File: config.mk
export PLATFORM = sky130hd
export DESIGN_NAME = pattern_gen_param
export DESIGN_NICKNAME = d
export VERILOG_FILES = /design/src/rtl/pattern_gen_param_pkg.sv /design/src/rtl/pattern_gen_param_timing.sv /design/src/rtl/pattern_gen_param.sv
export SDC_FILE = /design/constraint.sdc
export NUM_CORES = 1
export LEC_CHECK = 0
export CAP_MARGIN = 20
export CORE_UTILIZATION = 35
export CTS_BUF_LIST = sky130_fd_sc_hd__clkbuf_4
export DETAILED_ROUTE_END_ITERATION = 12
export MAX_ROUTING_LAYER = met4
export PLACE_DENSITY = 0.53
export SKIP_LAST_GASP = 1
export SYNTH_ARGS = -nofsm -noshare
export SYNTH_HDL_FRONTEND = slang
export SYNTH_HIERARCHICAL = 1
export SYNTH_SLANG_ARGS = --single-unit
export TNS_END_PERCENT = 20
File: constraint.sdc
create_clock -name clk_i -period 4.6 [get_ports clk_i]
set_clock_uncertainty 0.05 [all_clocks]
set_input_delay 0.46 -clock clk_i [delete_from_list [all_inputs] [get_ports clk_i]]
set_output_delay 0.46 -clock clk_i [all_outputs]
set_load 0.03 [all_outputs]
File: src/rtl/pattern_gen_param_pkg.sv
// Shared types and constants for the parametrised test-pattern generator.
//   mode_e   : pattern selector values
//   BAR_LUT  : 8-entry {R,G,B} on/off table for the colour bars
//   rgb_w    : packed pixel width for a given channel width
package pattern_gen_param_pkg;

  typedef enum logic [2:0] {
    MODE_SOLID  = 3'd0,
    MODE_BARS   = 3'd1,
    MODE_RAMP   = 3'd2,
    MODE_CHECK  = 3'd3,
    MODE_SCROLL = 3'd4
  } mode_e;

  // white, yellow, cyan, green, magenta, red, blue, black
  localparam logic [2:0] BAR_LUT [8] = '{
    3'b111, 3'b110, 3'b011, 3'b010, 3'b101, 3'b100, 3'b001, 3'b000
  };

  function automatic int rgb_w(input int color_w);
    return 3 * color_w;
  endfunction

  function automatic logic [2:0] bar_lut(input logic [2:0] idx);
    return BAR_LUT[idx];
  endfunction

endpackage

File: src/rtl/pattern_gen_param_timing.sv
// Video timing generator: h/v counters plus the first pipeline stage
// (registered DE, HS, VS, frame-start and pixel coordinates).
//   clk_i, rst_ni : pixel clock, async active-low reset
//   en_i          : 1 = run, 0 = counters held at 0 and stage outputs idle
//   sof_o         : combinational, counters sit on (0,0) while enabled
//   x_o, y_o      : registered pixel coordinates
//   de_o, hs_o, vs_o, fs_o : registered decode, aligned with x_o/y_o
module pattern_gen_param_timing #(
  parameter int H_ACTIVE = 640,
  parameter int H_FP     = 16,
  parameter int H_SYNC   = 96,
  parameter int H_BP     = 48,
  parameter int V_ACTIVE = 480,
  parameter int V_FP     = 10,
  parameter int V_SYNC   = 2,
  parameter int V_BP     = 33,
  parameter bit HS_POL   = 1'b0,
  parameter bit VS_POL   = 1'b0,
  parameter int HW       = $clog2(H_ACTIVE + H_FP + H_SYNC + H_BP),
  parameter int VW       = $clog2(V_ACTIVE + V_FP + V_SYNC + V_BP)
) (
  input  logic          clk_i,
  input  logic          rst_ni,
  input  logic          en_i,
  output logic          sof_o,
  output logic [HW-1:0] x_o,
  output logic [VW-1:0] y_o,
  output logic          de_o,
  output logic          hs_o,
  output logic          vs_o,
  output logic          fs_o
);

  localparam int H_TOT = H_ACTIVE + H_FP + H_SYNC + H_BP;
  localparam int V_TOT = V_ACTIVE + V_FP + V_SYNC + V_BP;

  localparam logic [31:0] HA_U  = 32'(H_ACTIVE);
  localparam logic [31:0] VA_U  = 32'(V_ACTIVE);
  localparam logic [31:0] HS0_U = 32'(H_ACTIVE + H_FP);
  localparam logic [31:0] HS1_U = 32'(H_ACTIVE + H_FP + H_SYNC);
  localparam logic [31:0] VS0_U = 32'(V_ACTIVE + V_FP);
  localparam logic [31:0] VS1_U = 32'(V_ACTIVE + V_FP + V_SYNC);

  logic [HW-1:0] h_q, h_d;
  logic [VW-1:0] v_q, v_d;
  logic [31:0]   h_w, v_w;
  logic          h_last;
  logic          de_c, hs_c, vs_c;

  always_comb begin
    h_last = (h_q == HW'(H_TOT - 1));
    h_d    = h_last ? '0 : h_q + 1'b1;
    v_d    = v_q;
    if (h_last) begin
      v_d = (v_q == VW'(V_TOT - 1)) ? '0 : v_q + 1'b1;
    end
  end

  always_ff @(posedge clk_i or negedge rst_ni) begin
    if (!rst_ni) begin
      h_q <= '0;
      v_q <= '0;
    end else if (!en_i) begin
      h_q <= '0;
      v_q <= '0;
    end else begin
      h_q <= h_d;
      v_q <= v_d;
    end
  end

  // Compare in 32 bits so sync windows that end exactly at the total
  // (zero back porch) cannot overflow the counter width.
  assign h_w = 32'(h_q);
  assign v_w = 32'(v_q);

  // VS depends only on v, which only moves on the h wrap, so its edges
  // land on h=0 without extra logic.
  assign de_c  = en_i && (h_w < HA_U) && (v_w < VA_U);
  assign hs_c  = en_i && (h_w >= HS0_U) && (h_w < HS1_U);
  assign vs_c  = en_i && (v_w >= VS0_U) && (v_w < VS1_U);
  assign sof_o = en_i && (h_q == '0) && (v_q == '0);

  always_ff @(posedge clk_i or negedge rst_ni) begin
    if (!rst_ni) begin
      x_o  <= '0;
      y_o  <= '0;
      de_o <= 1'b0;
      hs_o <= ~HS_POL;
      vs_o <= ~VS_POL;
      fs_o <= 1'b0;
    end else begin
      x_o  <= h_q;
      y_o  <= v_q;
      de_o <= de_c;
      hs_o <= hs_c ? HS_POL : ~HS_POL;
      vs_o <= vs_c ? VS_POL : ~VS_POL;
      fs_o <= sof_o;
    end
  end

endmodule

File: src/rtl/pattern_gen_param.sv
// Parametrised test-pattern source for an rgb2dvi-style HDMI path.
// Stage 1 (timing sub-module) decodes counters; stage 2 (here) computes the
// colour and re-registers sync/DE/frame-start so all pins are aligned,
// two clocks after counter state.
//   clk_i, rst_ni      : pixel clock, async active-low reset
//   en_i               : 1 = run timing, 0 = idle
//   mode_i             : pattern select, latched at frame start
//   solid_rgb_i        : {R,G,B} for solid mode, sampled live
//   vga_r/g/b_o        : pixel colour, 0 outside active video
//   vga_hs_o, vga_vs_o : syncs with configurable polarity
//   vga_de_o           : active-video enable
//   frame_start_o      : one-cycle pulse with pixel (0,0)
//   frame_cnt_o        : index of the frame currently being produced
module pattern_gen_param
  import pattern_gen_param_pkg::*;
#(
  parameter int H_ACTIVE    = 640,
  parameter int H_FP        = 16,
  parameter int H_SYNC      = 96,
  parameter int H_BP        = 48,
  parameter int V_ACTIVE    = 480,
  parameter int V_FP        = 10,
  parameter int V_SYNC      = 2,
  parameter int V_BP        = 33,
  parameter bit HS_POL      = 1'b0,
  parameter bit VS_POL      = 1'b0,
  parameter int COLOR_W     = 8,
  parameter int CHECK_LOG2  = 5,
  parameter int SCROLL_STEP = 4
) (
  input  logic                        clk_i,
  input  logic                        rst_ni,
  input  logic                        en_i,
  input  logic [2:0]                  mode_i,
  input  logic [rgb_w(COLOR_W)-1:0]   solid_rgb_i,
  output logic [COLOR_W-1:0]          vga_r_o,
  output logic [COLOR_W-1:0]          vga_g_o,
  output logic [COLOR_W-1:0]          vga_b_o,
  output logic                        vga_hs_o,
  output logic                        vga_vs_o,
  output logic                        vga_de_o,
  output logic                        frame_start_o,
  output logic [15:0]                 frame_cnt_o
);

  localparam int H_TOT = H_ACTIVE + H_FP + H_SYNC + H_BP;
  localparam int V_TOT = V_ACTIVE + V_FP + V_SYNC + V_BP;
  localparam int HW    = $clog2(H_TOT);
  localparam int VW    = $clog2(V_TOT);
  localparam int RGB_W = rgb_w(COLOR_W);
  localparam int BAR_W = H_ACTIVE / 8;
  localparam int XW    = (HW > COLOR_W) ? HW : COLOR_W;

  localparam logic [HW:0] HA_X   = (HW+1)'(H_ACTIVE);
  localparam logic [HW:0] STEP_X = (HW+1)'(SCROLL_STEP);

  logic          sof;
  logic [HW-1:0] x1;
  logic [VW-1:0] y1;
  logic          de1, hs1, vs1, fs1;

  pattern_gen_param_timing #(
    .H_ACTIVE (H_ACTIVE),
    .H_FP     (H_FP),
    .H_SYNC   (H_SYNC),
    .H_BP     (H_BP),
    .V_ACTIVE (V_ACTIVE),
    .V_FP     (V_FP),
    .V_SYNC   (V_SYNC),
    .V_BP     (V_BP),
    .HS_POL   (HS_POL),
    .VS_POL   (VS_POL),
    .HW       (HW),
    .VW       (VW)
  ) u_timing (
    .clk_i  (clk_i),
    .rst_ni (rst_ni),
    .en_i   (en_i),
    .sof_o  (sof),
    .x_o    (x1),
    .y_o    (y1),
    .de_o   (de1),
    .hs_o   (hs1),
    .vs_o   (vs1),
    .fs_o   (fs1)
  );

  // Per-frame state. The running counters hold the value for the *next*
  // frame; the _cur copies are snapshotted at frame start so the frame in
  // flight uses frame_cnt/scroll as they stood when it began (frame 0
  // after reset sees 0 for both).
  logic [2:0]    mode_q;
  logic [15:0]   frame_cnt_q, frame_cur_q;
  logic [HW-1:0] scroll_q, scroll_cur_q, scroll_d;
  logic [HW:0]   scroll_sum;

  always_comb begin
    scroll_sum = {1'b0, scroll_q} + STEP_X;
    scroll_d   = (scroll_sum >= HA_X) ? HW'(scroll_sum - HA_X) : HW'(scroll_sum);
  end

  always_ff @(posedge clk_i or negedge rst_ni) begin
    if (!rst_ni) begin
      mode_q       <= 3'd0;
      frame_cnt_q  <= '0;
      frame_cur_q  <= '0;
      scroll_q     <= '0;
      scroll_cur_q <= '0;
    end else if (sof) begin
      mode_q       <= mode_i;
      frame_cur_q  <= frame_cnt_q;
      frame_cnt_q  <= frame_cnt_q + 16'd1;
      scroll_cur_q <= scroll_q;
      scroll_q     <= scroll_d;
    end
  end

  assign frame_cnt_o = frame_cur_q;

  // Bar index by comparing against constant bar boundaries, no divider.
  function automatic logic [2:0] bar_idx(input logic [HW:0] xx);
    logic [2:0] idx;
    idx = 3'd0;
    for (int k = 1; k < 8; k++) begin
      if (xx >= (HW+1)'(k * BAR_W)) idx = 3'(k);
    end
    return idx;
  endfunction

  function automatic logic [RGB_W-1:0] bar_rgb(input logic [2:0] idx);
    logic [2:0] on;
    on = bar_lut(idx);
    return {{COLOR_W{on[2]}}, {COLOR_W{on[1]}}, {COLOR_W{on[0]}}};
  endfunction

  logic [HW:0]        xs_sum, xs;
  logic [HW-1:0]      x_sh;
  logic [VW-1:0]      y_sh;
  logic               chk_on;
  logic [XW-1:0]      x_ext;
  logic [COLOR_W-1:0] ramp;
  logic [RGB_W-1:0]   rgb_d;

  always_comb begin
    // scroll_cur_q < H_ACTIVE and x < H_ACTIVE, so one subtraction wraps.
    xs_sum = {1'b0, x1} + {1'b0, scroll_cur_q};
    xs     = (xs_sum >= HA_X) ? xs_sum - HA_X : xs_sum;
    x_sh   = x1 >> CHECK_LOG2;
    y_sh   = y1 >> CHECK_LOG2;
    chk_on = x_sh[0] ^ y_sh[0] ^ frame_cur_q[5];
    x_ext  = XW'(x1);
    ramp   = x_ext[COLOR_W-1:0];
  end

  always_comb begin
    rgb_d = '0;
    if (de1) begin
      case (mode_e'(mode_q))
        MODE_SOLID:  rgb_d = solid_rgb_i;
        MODE_BARS:   rgb_d = bar_rgb(bar_idx({1'b0, x1}));
        MODE_RAMP:   rgb_d = {3{ramp}};
        MODE_CHECK:  rgb_d = chk_on ? '1 : '0;
        MODE_SCROLL: rgb_d = bar_rgb(bar_idx(xs));
        default:     rgb_d = '0;
      endcase
    end
  end

  always_ff @(posedge clk_i or negedge rst_ni) begin
    if (!rst_ni) begin
      vga_r_o       <= '0;
      vga_g_o       <= '0;
      vga_b_o       <= '0;
      vga_hs_o      <= ~HS_POL;
      vga_vs_o      <= ~VS_POL;
      vga_de_o      <= 1'b0;
      frame_start_o <= 1'b0;
    end else begin
      vga_r_o       <= rgb_d[3*COLOR_W-1:2*COLOR_W];
      vga_g_o       <= rgb_d[2*COLOR_W-1:COLOR_W];
      vga_b_o       <= rgb_d[COLOR_W-1:0];
      vga_hs_o      <= hs1;
      vga_vs_o      <= vs1;
      vga_de_o      <= de1;
      frame_start_o <= fs1;
    end
  end

endmodule

==> key figures, run 1 <==
Logic synthesis
  – Syn Inst Count: 526
  – Synth Cell Area: 5860 sq um
  – Synth Warn #: 6
  – Avg Synthesized Cell Area: 11.1 sq um
  – Mapped Nets: 574

CTS
  – Clock slew at the register clock pins of the worst setup and hold paths: between 100 and 150 ps
  – Buffer count from post-CTS setup fixing: 0
  – Max Root-Sink Buffers: 2
  – Worst-Skew Late Latency: 550 ps
  – Cts repair resizes: 0
  – CTS tree: done
  – Root Buffer: clkbuf_4
  – CTS Buf Count: 17
  – CTS Hold Bufs: 1
  – Clk sinks: 114
  – Max H-tree Level: 4

Cells and area
  – Sequential Area: 2860 sq um
  – Design area: 7160 sq um
  – Final net count: 650
  – Most frequent cells in the layout: dfrtp_1 (110), clkdlybuf4s50_1 (72), nand2_1 (33)
  – Layout cell share with drive strength beyond 1: 17.2%
  – Final cell count without fillers: 832
  – Commonest non-fill, non-tap cell in the layout: dfrtp_1
  – Filler cell count: between 1500 and 2000
  – Area of the multi-input gates: between 2000 and 3000 sq um
  – Synth-to-layout area growth: 22.1%

Placement
  – Placed insts: 798
  – Final HPWL DP: 9.64 mm
  – Cell area after placement: 6810 sq um
  – I/O Buffers: 73
  – RD Place Congestion: 0.885

Critical path
  – Worst Path Max Fanout: 8
  – CP Data Required Time: between 4000 and 5000 ps
  – CP endpoint kind: flop
  – RR Endpoint: vga_r_o[5]
  – RR Startpoint: u_timing/x_o[2]
  – Cell mode on critical path: ha_1
  – CP max stage delay: 430 ps
  – Kind of critical path: reg2reg
  – Worst path cell trace: ha_1 > fa_1 > a21o_1 > a221oi_4 > xnor2_1 > inv_2 > ha_1 > a31o_1 > a22o_1 > nand4bb_4 > a21boi_4 > o21ai_2 > a31oi_1
  – R2R cell count: 13
  – Reg2Reg Setup Slack: 710 ps
  – CP Data Arrival Time: roughly 4200 ps
  – Crit-path slowest cell: dfrtp_1
  – Type of origin of the critical path: flop

Floorplan
  – Core Box Area: around 16000 sq um
  – Die Wd: approximately 130 um
  – Die Y: 131 um
  – IO Count: 74
  – Initial Util: between 30% and 40%
  – Die area: 17300 sq um
  – Row count: 46

Global routing
  – Antenna violations before repair: 1
  – GRT Total Usage: 17.3%
  – Met3 Usage GRT: 4.13%
  – GR Layer Usage met1: 20.2%
  – Remaining global-route overflow: 0
  – Gr busiest metal: met2
  – First-pass GRT wire length: 23.0 mm
  – Met2 usage: between 20% and 30%
  – Pin count of the biggest net entering global routing: 61
  – Number of global-route vias before repair: 4522

STA
  – Max Fclk: 0.257 GHz
  – Period utilization: 84.5%
  – Final min period: 3890 ps
  – Final Hold Vio Count: 0
  – Relative slew slack: 36.2%
  – RSZ-0062 raised after global routing: no
  – Hold slack: a little over 300 ps
  – Final Max Slew Viols: 0
  – Setup violators final: 0
  – Slew @ Worst Pin: 955 ps
  – Final setup TNS: 0 ps

Detailed routing
  – Post-detailed-route via-to-cell ratio: 5.38
  – Routed vias: 4480
  – DRT antenna net count: 0
  – DRT Wirelength: about 14 mm
  – Drt first pass iters: 5
  – DR DRC count: 0
  – Initial drt markers: 244
  – WL per Instance: 16.4 um

Job
  – Max-cap check violation count: 0

Min path
  – WHS Path Cells: 0
  – Hold EP: frame_start_o
  – Worst min-delay path category: reg2reg
  – Hold path startpoint: u_timing/fs_o

Status
  – Status: finished, final reports clean

Power and ir drop
  – Total Power: roughly 3.0 mW
  – Worst vdd ir: ~0.13 mV
  – Power Density: ~420 nW/um^2
  – Pleak: around 3.0 nW
## state kept, by name, indices dropped and copies added, names as in the netlist
signal / flops
frame_start_o: 1
u_timing/hs_o: 1
vga_de_o: 1
frame_cnt_o: 16
u_timing/y_o: 1
vga_hs_o: 1
u_timing/x_o: 10
vga_g_o: 8
mode_q: 3
vga_r_o: 8
u_timing/h_q: 10
u_timing/fs_o: 1
frame_cnt_q: 16
vga_vs_o: 1
u_timing/de_o: 1
scroll_q: 8
vga_b_o: 8
u_timing/v_q: 10
scroll_cur_q: 8
u_timing/vs_o: 1
## worst max-delay path by stage
stage / start / to / cells after the start
floorplan: u_timing/x_o[2] / vga_r_o[6] / 14
global placement: u_timing/x_o[2] / vga_r_o[6] / 13
detailed placement: u_timing/x_o[2] / vga_r_o[5] / 13
CTS: u_timing/x_o[2] / vga_r_o[5] / 13
global route: u_timing/x_o[7] / vga_r_o[6] / 11
finish: u_timing/x_o[2] / vga_r_o[5] / 13
## metrics by stage
step | util [%] | setup WS (ps)
5_1_grt | 44.4 | 430
2_1_floorplan | - | 997
6_report | 44.4 | 712
4_1_cts | 44.4 | 701
3_3_place_gp | 42.3 | 802
3_5_place_dp | 42.3 | 719
## cell type report
cell class,count,area share [%]
Timing Repair Buffer,79,10.8
Antenna cell,1,0.0350
Clock buffer,17,1.78
Multi-Input combinational cell,376,40.1
Clock inverter,15,2.85
Tap cell,216,3.78
Inverter,14,0.734
Sequential cell,114,39.9
## power by group
group | switching [mW] | total, mW | internal (mW)
Clock | 0.426 | 0.861 | 0.435
Sequential | 0.152 | 1.30 | 1.15
Combinational | 0.491 | 0.868 | 0.377
Total | 1.07 | 3.03 | 1.96
## worst max-delay path, delay by kind of cell (launching register included)
| kind | cells | cell delay, ps |
|---|---|---|
| and+or+nand+nor | 1 | 250 |
| adders and majority gates | 3 | 970 |
| DFF | 1 | 430 |
| buffers and inverters | 1 | 110 |
| xor gates and xnor gates | 1 | 220 |
| AOI/OAI and AO/OA | 7 | 1710 |
## routing by layer
metal	part of all wire [%]	wire length, um	vias to the layer above
met5	0	0	-
met3	4.1	558	23
met1	42	5810	2241
met4	2.0	280	0
met2	51	7030	85
li1	-	-	2131
No activity file was read; power rests on OpenSTA's default activity.
==> run 2, diff against run 1 <==
Settings changed: PLACE_DENSITY 0.53 to 0.55.
Clock period 4.6 ns to 3.2 ns, I/O delays scaled along.
==> key figures, run 2 (synthesized netlist as in run 1, its figures left out) <==
Detailed routing
  – DRT antenna net count: 0
  – WL per Instance: 16.0 um
  – Routed vias: between 4000 and 5000
  – DRT Wirelength: ~14 mm
  – Drt first pass iters: 5
  – Initial drt markers: 301
  – DR DRC count: 0
  – Post-detailed-route via-to-cell ratio: 5.25

Critical path
  – Worst path cell trace: buf_6 > fa_2 > buf_4 > buf_4 > nand3_1 > and3_1 > o221ai_1 > nor4_1 > buf_4 > o211ai_1 > buf_4 > nand4bb_4 > a21boi_4 > o21a_2 > a21oi_1
  – CP Data Required Time: 3490 ps
  – Crit-path slowest cell: dfrtp_1
  – Cell mode on critical path: buf_4
  – Worst Path Max Fanout: 8
  – Worst setup path start: u_timing/x_o[3]
  – CP Data Arrival Time: around 3700 ps
  – RR Startpoint: u_timing/x_o[3]
  – Type of origin of the critical path: flop
  – CP endpoint kind: flop
  – CP max stage delay: 410 ps
  – Reg2Reg Setup Slack: -160 ps
  – Kind of critical path: reg2reg
  – R2R cell count: 15

CTS
  – Root Buffer: clkbuf_4
  – Worst-Skew Late Latency: 510 ps
  – Max Root-Sink Buffers: 2
  – CTS Buf Count: 17
  – Clk sinks: roughly 110
  – Clock slew at the register clock pins of the worst setup and hold paths: about 120 ps
  – Max H-tree Level: 4
  – CTS tree: done

Floorplan
  – Die Y: approximately 130 um
  – Core Box Area: 16100 sq um
  – Row count: 46
  – Die area: 17300 sq um
  – IO Count: 74
  – Initial Util: 36.4%
  – Die Wd: 131 um

Cells and area
  – Synth-to-layout area growth: 28.3%
  – Commonest non-fill, non-tap cell in the layout: dfrtp_1
  – Final net count: 695
  – Layout cell share with drive strength beyond 1: 23.5%
  – Final cell count without fillers: 876
  – Most frequent cells in the layout: dfrtp_1 (110), clkdlybuf4s50_1 (72), buf_4 (48)
  – Number of diodes: 0
  – Post-layout util: between 40% and 50%
  – Filler cell count: 1517
  – Design area: ~7500 sq um

STA
  – Final Hold Vio Count: 0
  – Period utilization: 105%
  – Hold slack: slightly above 300 ps
  – Relative slew slack: 37.3%
  – Slew @ Worst Pin: 937 ps
  – Max Fclk: roughly 0.3 GHz
  – Worst Setup Slack, final: -158 ps
  – Final setup TNS: -2640 ps
  – Final min period: 3360 ps
  – Final Max Slew Viols: 0
  – RSZ-0062 raised after global routing: yes
  – Setup violators final: 24

Placement
  – Setup WS pre-CTS: -182 ps
  – Final HPWL DP: roughly 10 mm
  – Placed insts: ~840
  – I/O Buffers: 73
  – Cell area after placement: 7160 sq um
  – RD Place Congestion: 0.800

Status
  – Failing checks: setup timing
  – Status: complete, but fails checks

Job
  – Max-cap check violation count: 0

Power and ir drop
  – Pleak: 3.18 nW
  – Total Power: 4.36 mW
  – Power Density: slightly below 600 nW/um^2
  – Worst vdd ir: 0.298 mV

Global routing
  – GRT Total Usage: 17.7%
  – Remaining global-route overflow: 0
  – Number of global-route vias before repair: 4761
  – Pin count of the biggest net entering global routing: 62
  – First-pass GRT wire length: approximately 24 mm
  – Antenna violations before repair: 0

Min path
  – Hold path startpoint: u_timing/fs_o
  – Worst min-delay path category: reg2reg
  – WHS Path Cells: 0
[run 2: cell count changes in the layout (fill, tap and decap cells not counted), moves of 2 or more]
cell and change:
clkbuf_4 +2, buf_4 +42, ha_1 -2, buf_6 +2
[run 2: metal layers]
metal / global-route usage, % / vias to the layer above / wire [um]
li1: - / 2219 / -
met1: 21.3 / 2262 / 6190
met2: 29.8 / 96 / 7100
met3: 3.82 / 20 / 483
met4: 5.23 / 0 / 218
met5: - / - / 0
[run 2: timing repair]
item / 4_1_cts / 5_1_grt
gates cloned: 0 / 0
hold endpoints to repair: 50 / 0
pin swaps: 10 / 8
hold buffers: 1 / 0
setup endpoints to repair: 24 / 24
resized for setup: 3 / 2
buffers inserted: 2 / 3
[run 2: final cells by class]
| cell class | instances | area [sq um] | area share (%) |
|---|---|---|---|
| multi-input cells | 376 | 2900 | 38.6 |
| flip-flops and latches | 114 | 2860 | 38.0 |
| repair buffers | 124 | 1130 | 15.1 |
| well taps | 216 | 270 | 3.59 |
| clock inverters | 13 | 161 | 2.15 |
| clock buffers | 19 | 143 | 1.90 |
| inverters | 14 | 52.6 | 0.699 |
[run 2: final timing paths]
check / end
worst max-delay path: vga_g_o[6]
max in group asynchronous: vga_hs_o
worst min register to register: frame_start_o
min in group asynchronous: frame_cnt_q[15]
worst max register to register: vga_g_o[6]
worst min-delay path: frame_start_o
[run 2: power by group]
group	switching [mW]	leakage [nW]	internal (mW)
Sequential	0.215	1.51	1.65
Clock	0.580	0.159	0.561
Combinational	0.740	1.52	0.620
Total	1.54	3.18	2.83
[run 2: critical path, delay by kind of cell, from the launching register on]
kind | cells | cell delay (ps)
flops | 1 | 410
buf+inv | 5 | 750
fa+ha+maj | 1 | 390
compound gates | 5 | 870
simple gates | 4 | 710
==> run 3, diff against run 2 <==
Settings changed: CORE_ASPECT_RATIO set to 0.9, PLACE_DENSITY 0.55 to 0.53.
Clock period 3.2 ns to 3.65 ns, I/O delays scaled along.
==> key figures, run 3 (synthesized netlist as in run 1, its figures left out) <==
STA
  – Slew @ Worst Pin: 959 ps
  – Max Fclk: 0.284 GHz
  – Worst Setup Slack, final: around 130 ps
  – RSZ-0062 raised after global routing: yes
  – Final Hold Vio Count: 0
  – Period utilization: 96.3%
  – Relative slew slack: ~36%
  – Final min period: 3520 ps
  – Final Max Slew Viols: 0
  – Setup violators final: 0

Power and ir drop
  – Worst vdd ir: 0.191 mV
  – Internal Power: 2.29 mW
  – Clk pwr share: a little under a quarter
  – Pleak: 3.01 nW
  – Power Density: 500 nW/um^2
  – Comb power frac: about a third
  – Sequential share of power: 45.2%
  – Sw Pwr: 1.33 mW
  – Sw frac: a little under two fifths

Cells and area
  – Filler cell count: 1533
  – Synth-to-layout area growth: 23.4%
  – Final cell count without fillers: 840
  – Most frequent cells in the layout: dfrtp_1 (110), clkdlybuf4s50_1 (72), nand2_1 (33)
  – Sequential Area: ~2900 sq um
  – Layout cell share with drive strength beyond 1: 20.1%
  – Final net count: 667
  – Area of the multi-input gates: ~2900 sq um
  – Commonest non-fill, non-tap cell in the layout: dfrtp_1

Detailed routing
  – Drt first pass iters: 10
  – Routed vias: 4471
  – Post-detailed-route via-to-cell ratio: approximately 5.3
  – DRT Wirelength: 13.6 mm
  – DRT antenna net count: 0
  – DR DRC count: 4
  – Initial drt markers: around 220
  – WL per Instance: 16.2 um

Critical path
  – CP top delay family: compound AO/OA/AOI/OAI gates
  – CP Data Arrival Time: 3890 ps
  – Type of origin of the critical path: flop
  – Crit-path slowest cell: dfrtp_1
  – CP endpoint kind: flop
  – CP max stage delay: 410 ps
  – Worst path cell trace: ha_2 > fa_2 > a21o_1 > a221oi_4 > xnor2_2 > inv_2 > ha_2 > buf_4 > inv_1 > o211ai_1 > o211ai_1 > buf_4 > a311oi_4 > o22ai_4 > a21oi_2
  – Kind of critical path: reg2reg
  – CP Data Required Time: 4020 ps
  – Worst Path Max Fanout: 8
  – Buf/Inv on CP: 4

Global routing
  – Number of global-route vias before repair: 4450
  – Pin count of the biggest net entering global routing: 70
  – GRT Total Usage: ~17%
  – First-pass GRT wire length: roughly 23 mm
  – Remaining global-route overflow: 0
  – Antenna violations before repair: 1

CTS
  – Max H-tree Level: 4
  – Worst-Skew Late Latency: about 520 ps
  – Max Root-Sink Buffers: 2
  – CTS Buf Count: 17
  – Root Buffer: clkbuf_4
  – Clock slew at the register clock pins of the worst setup and hold paths: 110 ps
  – CTS tree: done
  – Clk sinks: ~110

Status
  – Failing checks: DRC
  – Status: complete, but fails checks

Floorplan
  – Die area: ~17000 sq um
  – Die Y: 125 um
  – Die Wd: 138 um
  – Core Box Area: 16200 sq um
  – Row count: 44
  – Initial Util: 36.1%
  – IO Count: 74

Placement
  – Placed insts: 800
  – Setup WS pre-CTS: -10.2 ps
  – I/O Buffers: 73
  – RD Place Congestion: 0.944
  – Final HPWL DP: 9.68 mm

Job
  – Max-cap check violation count: 0

Min path
  – Worst min-delay path category: reg2reg
-- run 3: cell count changes in the layout (fill, tap and decap cells not counted), moves of 2 or more --
| cell | previous run | this run |
|---|---|---|
| clkinvlp_4 | 2 | 4 |
| buf_6 | 2 | 0 |
| buf_4 | 48 | 22 |
| clkinv_2 | 1 | 4 |
| bufinv_16 | 3 | 1 |
| clkinv_4 | 3 | 1 |
-- run 3: worst reg2reg max path, cell delays in order, from the launching register on --
cell      delay, ps
dfrtp_1         410
ha_2            210
fa_2            350
a21o_1          200
a221oi_4        320
xnor2_2         140
inv_2            90
ha_2            190
buf_4           140
inv_1            60
o211ai_1        280
o211ai_1        220
buf_4           190
a311oi_4        240
o22ai_4         180
a21oi_2         170
-- run 3: layout make-up --
| type | instances | area share, % |
|---|---|---|
| clock inverter | 14 | 1.57 |
| inverter | 14 | 0.727 |
| clock buffer | 18 | 1.87 |
| antenna | 1 | 0.0346 |
| timing repair buffer | 96 | 12.7 |
| multi-input combinational | 376 | 40.0 |
| sequential | 114 | 39.5 |
| tap | 207 | 3.58 |
-- run 3: metrics by stage --
stage / utilization, % / setup TNS (ps) / area, sq um / hold slack, ps / power, mW
final: 44.5 / 0 / 7230 / 305 / 3.61
after global routing: 44.5 / -338 / 7230 / 319 / 3.83
after CTS: 44.1 / -38.2 / 7160 / 313 / 3.64
after detailed placement: 42.5 / -14.8 / 6900 / 287 / 2.78
after global placement: 42.5 / 0 / 6900 / 288 / 2.76
after floorplan: - / 0 / 5860 / 19.4 / 2.36
-- run 3: path summary, 6_finish.rpt --
| check | from | endpoint | slack, ps | depth (start not counted) |
|---|---|---|---|---|
| max | u_timing/x_o[2] | vga_b_o[7] | 130 | 15 |
| min | u_timing/hs_o | vga_hs_o | 310 | 0 |
| max reg2reg | u_timing/x_o[2] | vga_b_o[7] | 130 | 15 |
| min reg2reg | u_timing/hs_o | vga_hs_o | 310 | 0 |
| max in group asynchronous | rst_ni | u_timing/hs_o | 2330 | 3 |
| min in group asynchronous | rst_ni | u_timing/v_q[5] | 420 | 2 |
-- run 3: timing repair --
action,CTS,global route
pin swaps,0,8
hold buffers,1,0
endpoints found under the setup margin,4,24
endpoints found under the hold margin,66,0
gates resized for setup,0,7
buffers inserted,0,6
-- run 3: power by group through the flow --
stage / sequential (mW) / combinational [mW] / clock [mW]
2_1_floorplan: 1.76 / 0.606 / 0
3_3_place_gp: 1.65 / 1.10 / 0
3_5_place_dp: 1.66 / 1.12 / 0
4_1_cts: 1.64 / 1.12 / 0.880
5_1_grt: 1.67 / 1.24 / 0.928
6_report: 1.63 / 1.14 / 0.845
-- run 3: per-layer routing --
metal	vias up	part of all wire (%)	GRT usage, %
met5	-	0	-
li1	2167	-	-
met2	103	49	26.8
met1	2189	46	21.7
met4	0	1.1	5.75
met3	12	4.2	4.19
